===== config.mk =====
export PLATFORM = sky130hd
export DESIGN_NAME = cajero_automatico
export DESIGN_NICKNAME = d
export VERILOG_FILES = /design/src/rtl/cajero_automatico.sv
export SDC_FILE = /design/constraint.sdc
export NUM_CORES = 1
export LEC_CHECK = 0
export CAP_MARGIN = 30
export CELL_PAD_IN_SITES_DETAIL_PLACEMENT = 0
export CELL_PAD_IN_SITES_GLOBAL_PLACEMENT = 1
export CORE_ASPECT_RATIO = 0.7
export CORE_MARGIN = 3
export CORE_UTILIZATION = 43
export CTS_BUF_LIST = sky130_fd_sc_hd__clkbuf_16
export DETAILED_ROUTE_END_ITERATION = 6
export HOLD_SLACK_MARGIN = 0.12
export PLACE_DENSITY = 0.9
export SYNTH_ARGS = -nofsm -noshare
export SYNTH_HDL_FRONTEND = slang
export SYNTH_SLANG_ARGS = --single-unit

===== constraint.sdc =====
create_clock -name CLK -period 5 [get_ports CLK]
set_clock_uncertainty 0.15 [all_clocks]
set_input_delay 1 -clock CLK [delete_from_list [all_inputs] [get_ports CLK]]
set_output_delay 1 -clock CLK [all_outputs]
set_load 0.01 [all_outputs]

===== src/rtl/cajero_automatico.sv =====
// ATM transaction controller: card detect, 4-digit PIN check,
// deposit/withdrawal against an internal balance, lockout after 3 failures.
module cajero_automatico #(
  parameter int                   BALANCE_W       = 64,
  parameter logic [BALANCE_W-1:0] BALANCE_INICIAL = BALANCE_W'(300000)
) (
  input  logic                 CLK,
  input  logic                 RESET,
  input  logic                 TARJETA_RECIBIDA,
  input  logic [15:0]          PIN,
  input  logic [3:0]           DIGITO,
  input  logic                 DIGITO_STB,
  input  logic                 TIPO_TRANS,
  input  logic [31:0]          MONTO,
  input  logic                 MONTO_STB,
  output logic [BALANCE_W-1:0] BALANCE,
  output logic                 BALANCE_ACTUALIZADO,
  output logic                 ENTREGAR_DINERO,
  output logic                 FONDOS_INSUFICIENTES,
  output logic                 PIN_INCORRECTO,
  output logic [1:0]           ADVERTENCIA,
  output logic                 BLOQUEO
);

  typedef enum logic [2:0] {
    S_ESPERA_TARJETA,
    S_PIN,
    S_AUTORIZADO,
    S_TRANSACCION,
    S_FIN,
    S_BLOQUEADO
  } estado_t;

  estado_t              estado;
  logic [15:0]          pin_q;
  logic [1:0]           idx;
  logic [31:0]          monto_q;
  logic                 tipo_q;
  logic                 monto_valido;
  logic                 dig_prev;
  logic                 monto_prev;
  logic [3:0]           esperado;
  logic                 dig_ev;
  logic                 monto_ev;
  logic                 captura;
  logic [BALANCE_W-1:0] monto_ext;

  assign dig_ev    = DIGITO_STB & ~dig_prev;
  assign monto_ev  = MONTO_STB & ~monto_prev;
  assign captura   = monto_ev &
                     ((estado == S_PIN) || (estado == S_AUTORIZADO));
  assign monto_ext = {{(BALANCE_W-32){1'b0}}, monto_q};

  // PIN nibbles are entered most-significant first
  always_comb begin
    esperado = pin_q[15:12];
    unique case (idx)
      2'd0: esperado = pin_q[15:12];
      2'd1: esperado = pin_q[11:8];
      2'd2: esperado = pin_q[7:4];
      2'd3: esperado = pin_q[3:0];
    endcase
  end

  always_ff @(posedge CLK or posedge RESET) begin
    if (RESET) begin
      estado               <= S_ESPERA_TARJETA;
      pin_q                <= '0;
      idx                  <= '0;
      monto_q              <= '0;
      tipo_q               <= 1'b0;
      monto_valido         <= 1'b0;
      dig_prev             <= 1'b0;
      monto_prev           <= 1'b0;
      BALANCE              <= BALANCE_INICIAL;
      BALANCE_ACTUALIZADO  <= 1'b0;
      ENTREGAR_DINERO      <= 1'b0;
      FONDOS_INSUFICIENTES <= 1'b0;
      PIN_INCORRECTO       <= 1'b0;
      ADVERTENCIA          <= '0;
      BLOQUEO              <= 1'b0;
    end else begin
      dig_prev             <= DIGITO_STB;
      monto_prev           <= MONTO_STB;
      BALANCE_ACTUALIZADO  <= 1'b0;
      ENTREGAR_DINERO      <= 1'b0;
      FONDOS_INSUFICIENTES <= 1'b0;
      PIN_INCORRECTO       <= 1'b0;

      if (captura) begin
        monto_q      <= MONTO;
        tipo_q       <= TIPO_TRANS;
        monto_valido <= 1'b1;
      end

      unique case (estado)
        S_ESPERA_TARJETA: begin
          if (TARJETA_RECIBIDA) begin
            estado       <= S_PIN;
            pin_q        <= PIN;
            idx          <= '0;
            monto_valido <= 1'b0;
          end
        end
        S_PIN: begin
          if (!TARJETA_RECIBIDA) begin
            estado       <= S_ESPERA_TARJETA;
            monto_valido <= 1'b0;
          end else if (dig_ev) begin
            if (DIGITO == esperado) begin
              if (idx == 2'd3) begin
                estado      <= S_AUTORIZADO;
                ADVERTENCIA <= '0;
              end else begin
                idx <= idx + 2'd1;
              end
            end else begin
              PIN_INCORRECTO <= 1'b1;
              idx            <= '0;
              if (ADVERTENCIA >= 2'd2) begin
                ADVERTENCIA <= 2'd3;
                BLOQUEO     <= 1'b1;
                estado      <= S_BLOQUEADO;
              end else begin
                ADVERTENCIA <= ADVERTENCIA + 2'd1;
              end
            end
          end
        end
        S_AUTORIZADO: begin
          if (!TARJETA_RECIBIDA) begin
            estado       <= S_ESPERA_TARJETA;
            monto_valido <= 1'b0;
          end else if (monto_valido) begin
            estado <= S_TRANSACCION;
          end
        end
        S_TRANSACCION: begin
          estado       <= S_FIN;
          monto_valido <= 1'b0;
          if (!tipo_q) begin
            BALANCE             <= BALANCE + monto_ext;
            BALANCE_ACTUALIZADO <= 1'b1;
          end else if (monto_ext <= BALANCE) begin
            BALANCE             <= BALANCE - monto_ext;
            BALANCE_ACTUALIZADO <= 1'b1;
            ENTREGAR_DINERO     <= 1'b1;
          end else begin
            FONDOS_INSUFICIENTES <= 1'b1;
          end
        end
        S_FIN: begin
          if (!TARJETA_RECIBIDA) estado <= S_ESPERA_TARJETA;
        end
        S_BLOQUEADO: begin
          BLOQUEO <= 1'b1;
        end
        default: estado <= S_ESPERA_TARJETA;
      endcase
    end
  end

endmodule


==> metrics.txt <==
Max Slew Vio Count=0; Port Buffers=approximately 130; postcts setup bufs=0; Syn Inst Count=1152; status=completed; layout cells sized above 1=0.0960; Worst Hold Class=flip-flop to flip-flop; share of total power in the clock network=0.176; Synth Area in XOR/XNOR=0.0610; Seq/Total Area, Yosys=0.329; Fmax=255 MHz; Compound-Gate Fraction of Synth Area=0.210; WP data required=5.17 ns; Peak VDD IR=357 uV; library cells used by synthesis=79; Setup violations, final=0; Tightest Pin Transition=0.891 ns; Wirelength per Cell=19.6 um; area growth from synthesis to layout=22.0%; Die Height=132 um; first-pass GRT wire length=roughly 49000 um; critical path type=flip-flop to flip-flop; largest net degree at the start of global routing=50; H-tree Lvls=4; # rows=45; clk_lat worst skew=0.44 ns; combinational power share=0.579; Post-synth top flop=dfrtp_1; clk slew on worst S/H paths=0.06 ns; Final Util=0.542; initial antenna violation count=0; Post-synth EDFFs=0; Mean Syn Cell Area=8.48 um^2; minimum hold slack=0.354 ns; register bit total from synthesis=128; Die Area=between 0.02 and 0.025 mm^2; vias per cell=5.90; Syn. warnings=0; Clock Sinks=~130; vias in the first global route=8833; nets=1376; number of hold buffers added after cts=0; RSZ-0062 raised after global routing=no; Core Region=0.0220 mm^2; Residual DRC=0; Initial DRT Pass Iterations=6; I/O pin total=129; critical path arrival=4.09 ns; sw power=~3.7 mW; starting density of the core=0.444; Mapped Nets=1280; Final Cycle Share=0.784; Longest Clk Path Bufs=2; CTS tree=yes; largest family of logic cells by synthesized area=compound AO/OA/AOI/OAI gates; mux contribution to synthesized area=0.0634; switching part of the total=0.478; via count=9237; WL final=30700 um; Post-Place Worst Slack=1.11 ns; asr flop ratio synth=1.00; PD cells=648 mW/mm^2; Final Critical Period=3.92 ns; final hold viol count=0; number of DRC markers in iteration 0=between 1000 and 1500; antenna cells=0; simple-gate share of the synthesized area=0.188; post-synthesis adder-cell area fraction=0.0912; Inst Count DP=1534; Root Driver=clkbuf_16; Pleak=around 5.3 nW; routability cong.=0.960; part of the power in registers=0.245; total grt overflow=0; Internal=4.03 mW; total track usage=0.252; Fin Setup TNS=0 ns; Worst Setup End Kind=flip-flop; Max-slew headroom=0.406; antenna-violating nets left=0; chip width=186 um; CP Launch Type=flip-flop; Crit Path Max Fanout=10; CTS buffer count=17; post-route setup slack=1.08 ns; fillers=between 2000 and 2500; Cell Count, Final, Fillers Out=roughly 1600; # resized after CTS=0; Max Cap Viol=0; Mapped Area=0.00977 mm^2; Final HPWL DP=around 23000 um
power by group through the flow:
stage	logic, mW	registers [mW]	clock network [mW]
global placement	4.37	1.88	0
finish	4.47	1.89	1.36
floorplan	3.19	1.69	0
global route	4.88	1.95	1.43
detailed placement	4.34	1.89	0
CTS	4.37	1.88	1.39
cells in the mapped netlist, types with 18 or more instances:
master / n / area, um^2
a21oi_1: 92 / 460
clkbuf_1: 50 / 188
dfrtp_1: 120 / 3000
ha_1: 68 / 851
inv_1: 78 / 293
mux2_2: 47 / 529
nand2_1: 86 / 323
nand3_1: 29 / 145
nand4_1: 22 / 138
nor2_1: 92 / 345
nor3_1: 38 / 190
nor4_1: 18 / 113
o21ai_0: 77 / 385
xnor2_1: 46 / 403
xor2_1: 22 / 193
kinds of logic (layout without fill, tap and decap cells):
family	count (synthesis)	after routing
multiplexers	56	56
AND/OR/NAND/NOR	370	370
buffers and inverters	144	252
AO/OA/AOI/OAI	316	316
flip-flops	128	128
XOR/XNOR	68	68
adder cells (fa/ha/maj)	70	70
state kept, by name (all words and copies together), names as in the netlist, 2 cells and up:
signal	flops
ADVERTENCIA	2
monto_q	32
idx	2
estado	3
BALANCE	64
pin_q	16
layer usage:
metal  routed length (um)  share of wire  global-route usage  up-vias
met1                14500           0.47               0.385     4408
met5                    0              0                   0        -
li1                     -              -                   -     4343
met4                  486          0.016              0.0723        0
met2                12600           0.41               0.346      454
met3                 3100           0.10              0.0665       32
area by class of cell:
| cell class | count | area [um^2] | share of cell area |
|---|---|---|---|
| clock inverters | 14 | 205 | 0.0172 |
| repair buffers | 141 | 1390 | 0.117 |
| inverters | 80 | 305 | 0.0256 |
| well taps | 305 | 382 | 0.0320 |
| clock buffers | 17 | 425 | 0.0357 |
| flip-flops and latches | 128 | 3210 | 0.270 |
| multi-input cells | 880 | 6000 | 0.503 |
through the flow:
stage	cell area, um^2	total power, mW
2_1_floorplan	9770	4.88
3_3_place_gp	11300	6.24
3_5_place_dp	11300	6.23
4_1_cts	11900	7.64
5_1_grt	11900	8.26
6_report	11900	7.72
cells in the final DEF, fill, tap and decap left out, drive strengths merged, types with 15 or more instances in the layout:
master | synthesis | routed
clkdlybuf4s50 | 0 | 128
dfrtp | 120 | 120
nor2 | 92 | 92
a21oi | 92 | 92
nand2 | 86 | 86
inv | 80 | 85
o21ai | 81 | 81
ha | 68 | 68
mux2 | 47 | 47
xnor2 | 46 | 46
nor3 | 39 | 39
nand3 | 29 | 29
nand4 | 22 | 22
xor2 | 22 | 22
nor4 | 18 | 18
clkbuf | 50 | 17
o31ai | 15 | 15
final timing paths:
check	start	endpoint	slack, ns	depth (start not counted)
max	BALANCE[0]	BALANCE[55]	1.08	15
min	BALANCE[6]	BALANCE[6]	0.35	2
max reg2reg	BALANCE[0]	BALANCE[55]	1.08	15
min reg2reg	BALANCE[6]	BALANCE[6]	0.35	2
max in group asynchronous	RESET	BALANCE[15]	2.96	3
min in group asynchronous	RESET	FONDOS_INSUFICIENTES	0.86	2
critical path: stages, from the launching register on:
cell and delay, ns:
dfrtp_1 0.41, inv_1 0.07, ha_1 0.16, inv_1 0.05
fa_1 0.42, a211oi_2 0.20, o21ai_1 0.16, o211ai_2 0.20
or4b_1 0.45, a31o_2 0.32, o31ai_4 0.40, or2_4 0.23
inv_4 0.08, a22oi_4 0.20, o21ba_1 0.18, xor2_1 0.13
(Power assumes the default switching activity.)
